`config.mk`:
```
export PLATFORM = sky130hd
export DESIGN_NAME = fd_queue_latch
export DESIGN_NICKNAME = d
export VERILOG_FILES = /design/src/rtl/fd_queue_latch.sv
export SDC_FILE = /design/constraint.sdc
export NUM_CORES = 1
export LEC_CHECK = 0
export ABC_AREA = 0
export BUFFER_PORTS_ARGS = -buffer_cell sky130_fd_sc_hd__buf_2
export CAP_MARGIN = 10
export CORE_MARGIN = 2
export CORE_UTILIZATION = 52
export CTS_CLUSTER_DIAMETER = 40
export DETAILED_ROUTE_END_ITERATION = 6
export MAX_ROUTING_LAYER = met4
export PLACE_DENSITY = 0.82
export SLEW_MARGIN = 15
export SYNTH_ARGS = -nofsm -noshare
export SYNTH_HDL_FRONTEND = slang
export SYNTH_SLANG_ARGS = --single-unit
export TNS_END_PERCENT = 30
```
`constraint.sdc`:
```
create_clock -name clock -period 5 [get_ports clock]
set_input_delay 1.5 -clock clock [delete_from_list [all_inputs] [get_ports clock]]
set_output_delay 1.5 -clock clock [all_outputs]
set_load 0.01 [all_outputs]
```
`src/rtl/fd_queue_latch.sv`:
```
// Fetch/decode instruction queue: DEPTH entries of {inst, next PC}, head split into decode fields.
// Optional FDQ_BYPASS_EN: empty queue forwards the fetched instruction combinationally.
module fd_queue_latch #(
  parameter int PC_W  = 12,
  parameter int DEPTH = 2,
  parameter int CNT_W = 5
) (
  input  logic             clock,
  input  logic             reset,
  input  logic [31:0]      inst,
  input  logic [PC_W-1:0]  seqNextPcIn,
  input  logic             inValid,
  output logic             inReady,
  input  logic             outReady,
  input  logic             flush,
  output logic             outValid,
  output logic [4:0]       opcode,
  output logic [4:0]       rd,
  output logic [4:0]       rs,
  output logic [4:0]       rt,
  output logic [4:0]       shamt,
  output logic [4:0]       aluOp,
  output logic [16:0]      imm,
  output logic [26:0]      t,
  output logic [PC_W-1:0]  seqNextPcOut,
  output logic [CNT_W-1:0] count
);

  localparam int PW = (DEPTH > 1) ? $clog2(DEPTH) : 1;
  localparam logic [PW-1:0] LAST = PW'(DEPTH - 1);
  localparam logic [CNT_W-1:0] FULL = CNT_W'(DEPTH);

  logic [31:0]      qinst [DEPTH];
  logic [PC_W-1:0]  qpc   [DEPTH];
  logic [PW-1:0]    head;
  logic [PW-1:0]    tail;
  logic [CNT_W-1:0] cnt;
  logic             push;
  logic             pop;
  logic             bypass;
  logic [31:0]      word;
  logic [PC_W-1:0]  pcw;

  // inReady depends only on stored occupancy, never on outReady
  assign inReady = (cnt < FULL);
  assign count   = cnt;

  // handshake decisions and bubble-gated head selection
  always_comb begin
    bypass = 1'b0;
`ifdef FDQ_BYPASS_EN
    bypass = (cnt == '0) && inValid && !flush;
`endif
    outValid = (cnt != '0) || bypass;
    push = inValid && inReady && !flush && !(bypass && outReady);
    pop  = (cnt != '0) && outReady && !flush;
    word = '0;
    pcw  = '0;
    if (bypass) begin
      word = inst;
      pcw  = seqNextPcIn;
    end else if (cnt != '0) begin
      word = qinst[head];
      pcw  = qpc[head];
    end
  end

  assign opcode       = word[31:27];
  assign rd           = word[26:22];
  assign rs           = word[21:17];
  assign rt           = word[16:12];
  assign shamt        = word[11:7];
  assign aluOp        = word[6:2];
  assign imm          = word[16:0];
  assign t            = word[26:0];
  assign seqNextPcOut = pcw;

  // storage, wrapping pointers and occupancy; flush wins over push/pop
  always_ff @(posedge clock or posedge reset) begin
    if (reset) begin
      head <= '0;
      tail <= '0;
      cnt  <= '0;
      for (int i = 0; i < DEPTH; i++) begin
        qinst[i] <= '0;
        qpc[i]   <= '0;
      end
    end else if (flush) begin
      head <= '0;
      tail <= '0;
      cnt  <= '0;
    end else begin
      if (push) begin
        qinst[tail] <= inst;
        qpc[tail]   <= seqNextPcIn;
        tail <= (tail == LAST) ? '0 : tail + PW'(1);
      end
      if (pop)
        head <= (head == LAST) ? '0 : head + PW'(1);
      if (push && !pop)
        cnt <= cnt + CNT_W'(1);
      else if (pop && !push)
        cnt <= cnt - CNT_W'(1);
    end
  end

endmodule

```
==> results_dict.tcl <==
set metrics [dict create \
    clock_sinks 95 \
    antenna_found_initial 0 \
    p_sw_w 0.00155 \
    seqPwrFrac_pct 35.2 \
    reg2reg_depth 8 \
    hold_class "reg2reg" \
    synth_area_leaders "dfrtp_1 (50%), mux2_2 (18%), mux2i_1 (10%)" \
    grt_pass1_wl_um 14700 \
    cp_slowest_cell "or4_4" \
    syn_nets 429 \
    vias_per_cell 5.30 \
    rsz0062_at_grt "false" \
    nets 530 \
    globalRoute.totalOverflow 0 \
    max_freq_mhz 251 \
    hold_buffers 0 \
    pwr_density_cell_nw_per_um2 722 \
    ir_worst_vdd_uv 332 \
    internal-power_w 0.00236 \
    slew_violations 0 \
    hold_viol 0 \
    drt_iter0_drc 85 \
    yosysSeqAreaShare_pct 50.2 \
    cts_setup_buffers 0 \
    grt_pass1_vias 3109 \
    core-area_um2 8760 \
    root_buffer "clkbuf_8" \
    yosysWarnings 0 \
    gp_congestion 0.824 \
    cts_max_level 3 \
    die_w_um 99.4 \
    power_leakage_nw 2.74 \
    synth_edf_count 0 \
    cp_data_required_time_ps 3500 \
    cpLargestDelayFamily "simple AND/OR/NAND/NOR gates" \
    path_max_fanout 26 \
    relSlewSlack_pct 60.0 \
    synth_ff_type "dfrtp_1" \
    crit_type "reg2out" \
    critPathCaptureType "output port" \
    ys_top_cells_by_count "dfrtp_1 (95), mux2_2 (75), mux2i_1 (48), nor2_1 (47), buf_4 (42)" \
    cp_num_buf_inv 2 \
    synth_top_area_share_pct 50.2 \
    p_sw_share_pct 39.7 \
    dp.cells 573 \
    synth_area_per_cell_um2 12.6 \
    yosysMostFrequentCell "dfrtp_1" \
    reg2reg_slack_ps 1730 \
    finalCritPeriodShare_pct 79.6 \
    layoutNonFillerInstCount 589 \
    skew_ps 10.2 \
    path_cells "or4_4, nor2_4, buf_4, nor2_1, buf_2" \
    wl_per_cell_um 15.2 \
    synthCells 375 \
    portBuffers 141 \
    maxCapViolCount 0 \
    tightest_slew_ps 599 \
    drive_gt1_share_pct 51.4 \
    track_usage_pct 19.3 \
    cts_made_buffers 9 \
    r2r-end "count[4]" \
    p_comb_share_pct 51.9 \
    netlist_area_um2 4730 \
    netlist-cell-type-count 33 \
    setup_tns_ps 0 \
    vias 3120 \
    diodes 0 \
    hpwl_um 6380 \
    core.rowCount 34 \
    synth_largest_area_cell "dfrtp_1" \
    path_clk_slew_ps 90 \
    fillers 723 \
    fp.dieArea_um2 9880 \
    cts_tree "done" \
    totalWireLength_um 8980 \
    cp.arrival_ps 2480 \
    drc 0 \
    clk_path_buf_depth 2 \
    cp.depth 5 \
    rr_startpoint "count[1]" \
    pwr-share-clk_pct 12.9 \
    antenna_left 0 \
    yosys_register_bits 95 \
    clk_latency_ps 350 \
    die_h_um 99.4 \
    initial_core_util_pct 54.0 \
    crit_start "count[1]" \
    syn_to_final_growth_pct 14.7 \
    setup_viol 0 \
    status "completed" \
    cpPeakStageDelay_ps 570 \
    startpoint_type "flip-flop" \
    min_period_ps 3980 \
    drtPass1Iterations 4 \
    grt_start_max_net_pins 37 \
    cts_resized 0 \
    cp-endpoint "rd[1]" \
    io-pin-count 142 \
    synthArstFlopShare_pct 100 \
]
-- worst min-delay path by stage --
stage | start | to | slack [ps] | cells past startpoint
floorplan | qinst[32] | qinst[32] | 460 | 1
global placement | qinst[44] | qinst[44] | 470 | 1
detailed placement | qinst[37] | qinst[37] | 470 | 1
CTS | qinst[36] | qinst[36] | 490 | 1
global route | qinst[38] | qinst[38] | 500 | 1
finish | qinst[36] | qinst[36] | 490 | 1
-- state kept, by name, summed over array words and instances, names as in the netlist --
register  cells
qinst        64
qpc          24
count         5
head          1
tail          1
-- area by class of cell --
| class | count | area (µm²) | share of cell area, % |
|---|---|---|---|
| flip-flops and latches | 95 | 2380 | 43.8 |
| multi-input cells | 217 | 1930 | 35.6 |
| repair buffers | 149 | 766 | 14.1 |
| clock buffers | 12 | 145 | 2.67 |
| well taps | 108 | 135 | 2.49 |
| clock inverters | 4 | 53.8 | 0.991 |
| inverters | 4 | 17.5 | 0.323 |
-- per-layer routing --
| layer | up-vias | wire [µm] | track usage [%] |
|---|---|---|---|
| li1 | 1449 | - | - |
| met3 | 9 | 566 | 4.01 |
| met5 | - | 0 | - |
| met2 | 105 | 4450 | 33.1 |
| met1 | 1557 | 3860 | 23.2 |
| met4 | 0 | 101 | 5.69 |
-- worst register-to-register path: stages, from the launching register on --
cell	delay (ps)
dfrtp_1	450
or4_4	570
o21ai_0	450
nand4_1	350
fa_1	500
a21o_1	200
a21oi_1	240
mux2i_1	110
o221a_2	280
-- stage by stage --
| step | power, W | worst slack [ps] | utilization (%) | hold WS [ps] | cell area, µm² |
|---|---|---|---|---|---|
| 5_1_grt | 0.00422 | 868 | 62.0 | 500 | 5430 |
| 6_report | 0.00392 | 1020 | 62.0 | 488 | 5430 |
| 4_1_cts | 0.00397 | 962 | 62.0 | 492 | 5430 |
| 3_3_place_gp | 0.00339 | 1440 | 59.7 | 466 | 5230 |
| 3_5_place_dp | 0.00346 | 1370 | 59.7 | 474 | 5230 |
| 2_1_floorplan | 0.00303 | 1020 | - | 457 | 4730 |
-- cells by family (layout without fill, tap and decap cells) --
kind of cell | Yosys count | count (layout) | share of synthesized area, %
xor+xnor | 3 | 3 | 0.555
fa+ha+maj | 5 | 5 | 1.48
compound gates | 11 | 11 | 1.69
mux | 136 | 136 | 31.1
buf+inv | 63 | 169 | 9.09
flops | 95 | 95 | 50.2
simple gates | 62 | 62 | 5.89
-- cell usage in the layout (no fill, tap or decap), drive strengths merged --
cell        n
buf       149
mux2       88
inv         2
xor2        3
a21oi       2
a41o        1
clkinv      3
dfrtp      95
nor3        1
a2111oi     1
mux2i      48
nor2       47
ha          4
clkbuf     12
or3         1
fa          1
nand2       7
and3b       1
clkinvlp    2
a21boi      3
bufinv      1
nand4       2
o21ai       2
nand3b      1
o221a       1
a21o        1
or4         1
nand3       1
-- power by group through the flow --
| stage | clock, W | combinational [W] | sequential [W] |
|---|---|---|---|
| after floorplan | 0 | 0.00172 | 0.00131 |
| after global placement | 0 | 0.00203 | 0.00136 |
| after detailed placement | 0 | 0.00206 | 0.00140 |
| after CTS | 0.000520 | 0.00207 | 0.00138 |
| after global routing | 0.000557 | 0.00223 | 0.00143 |
| final | 0.000504 | 0.00203 | 0.00138 |
Note: power is estimated with default switching activity, not from simulation.
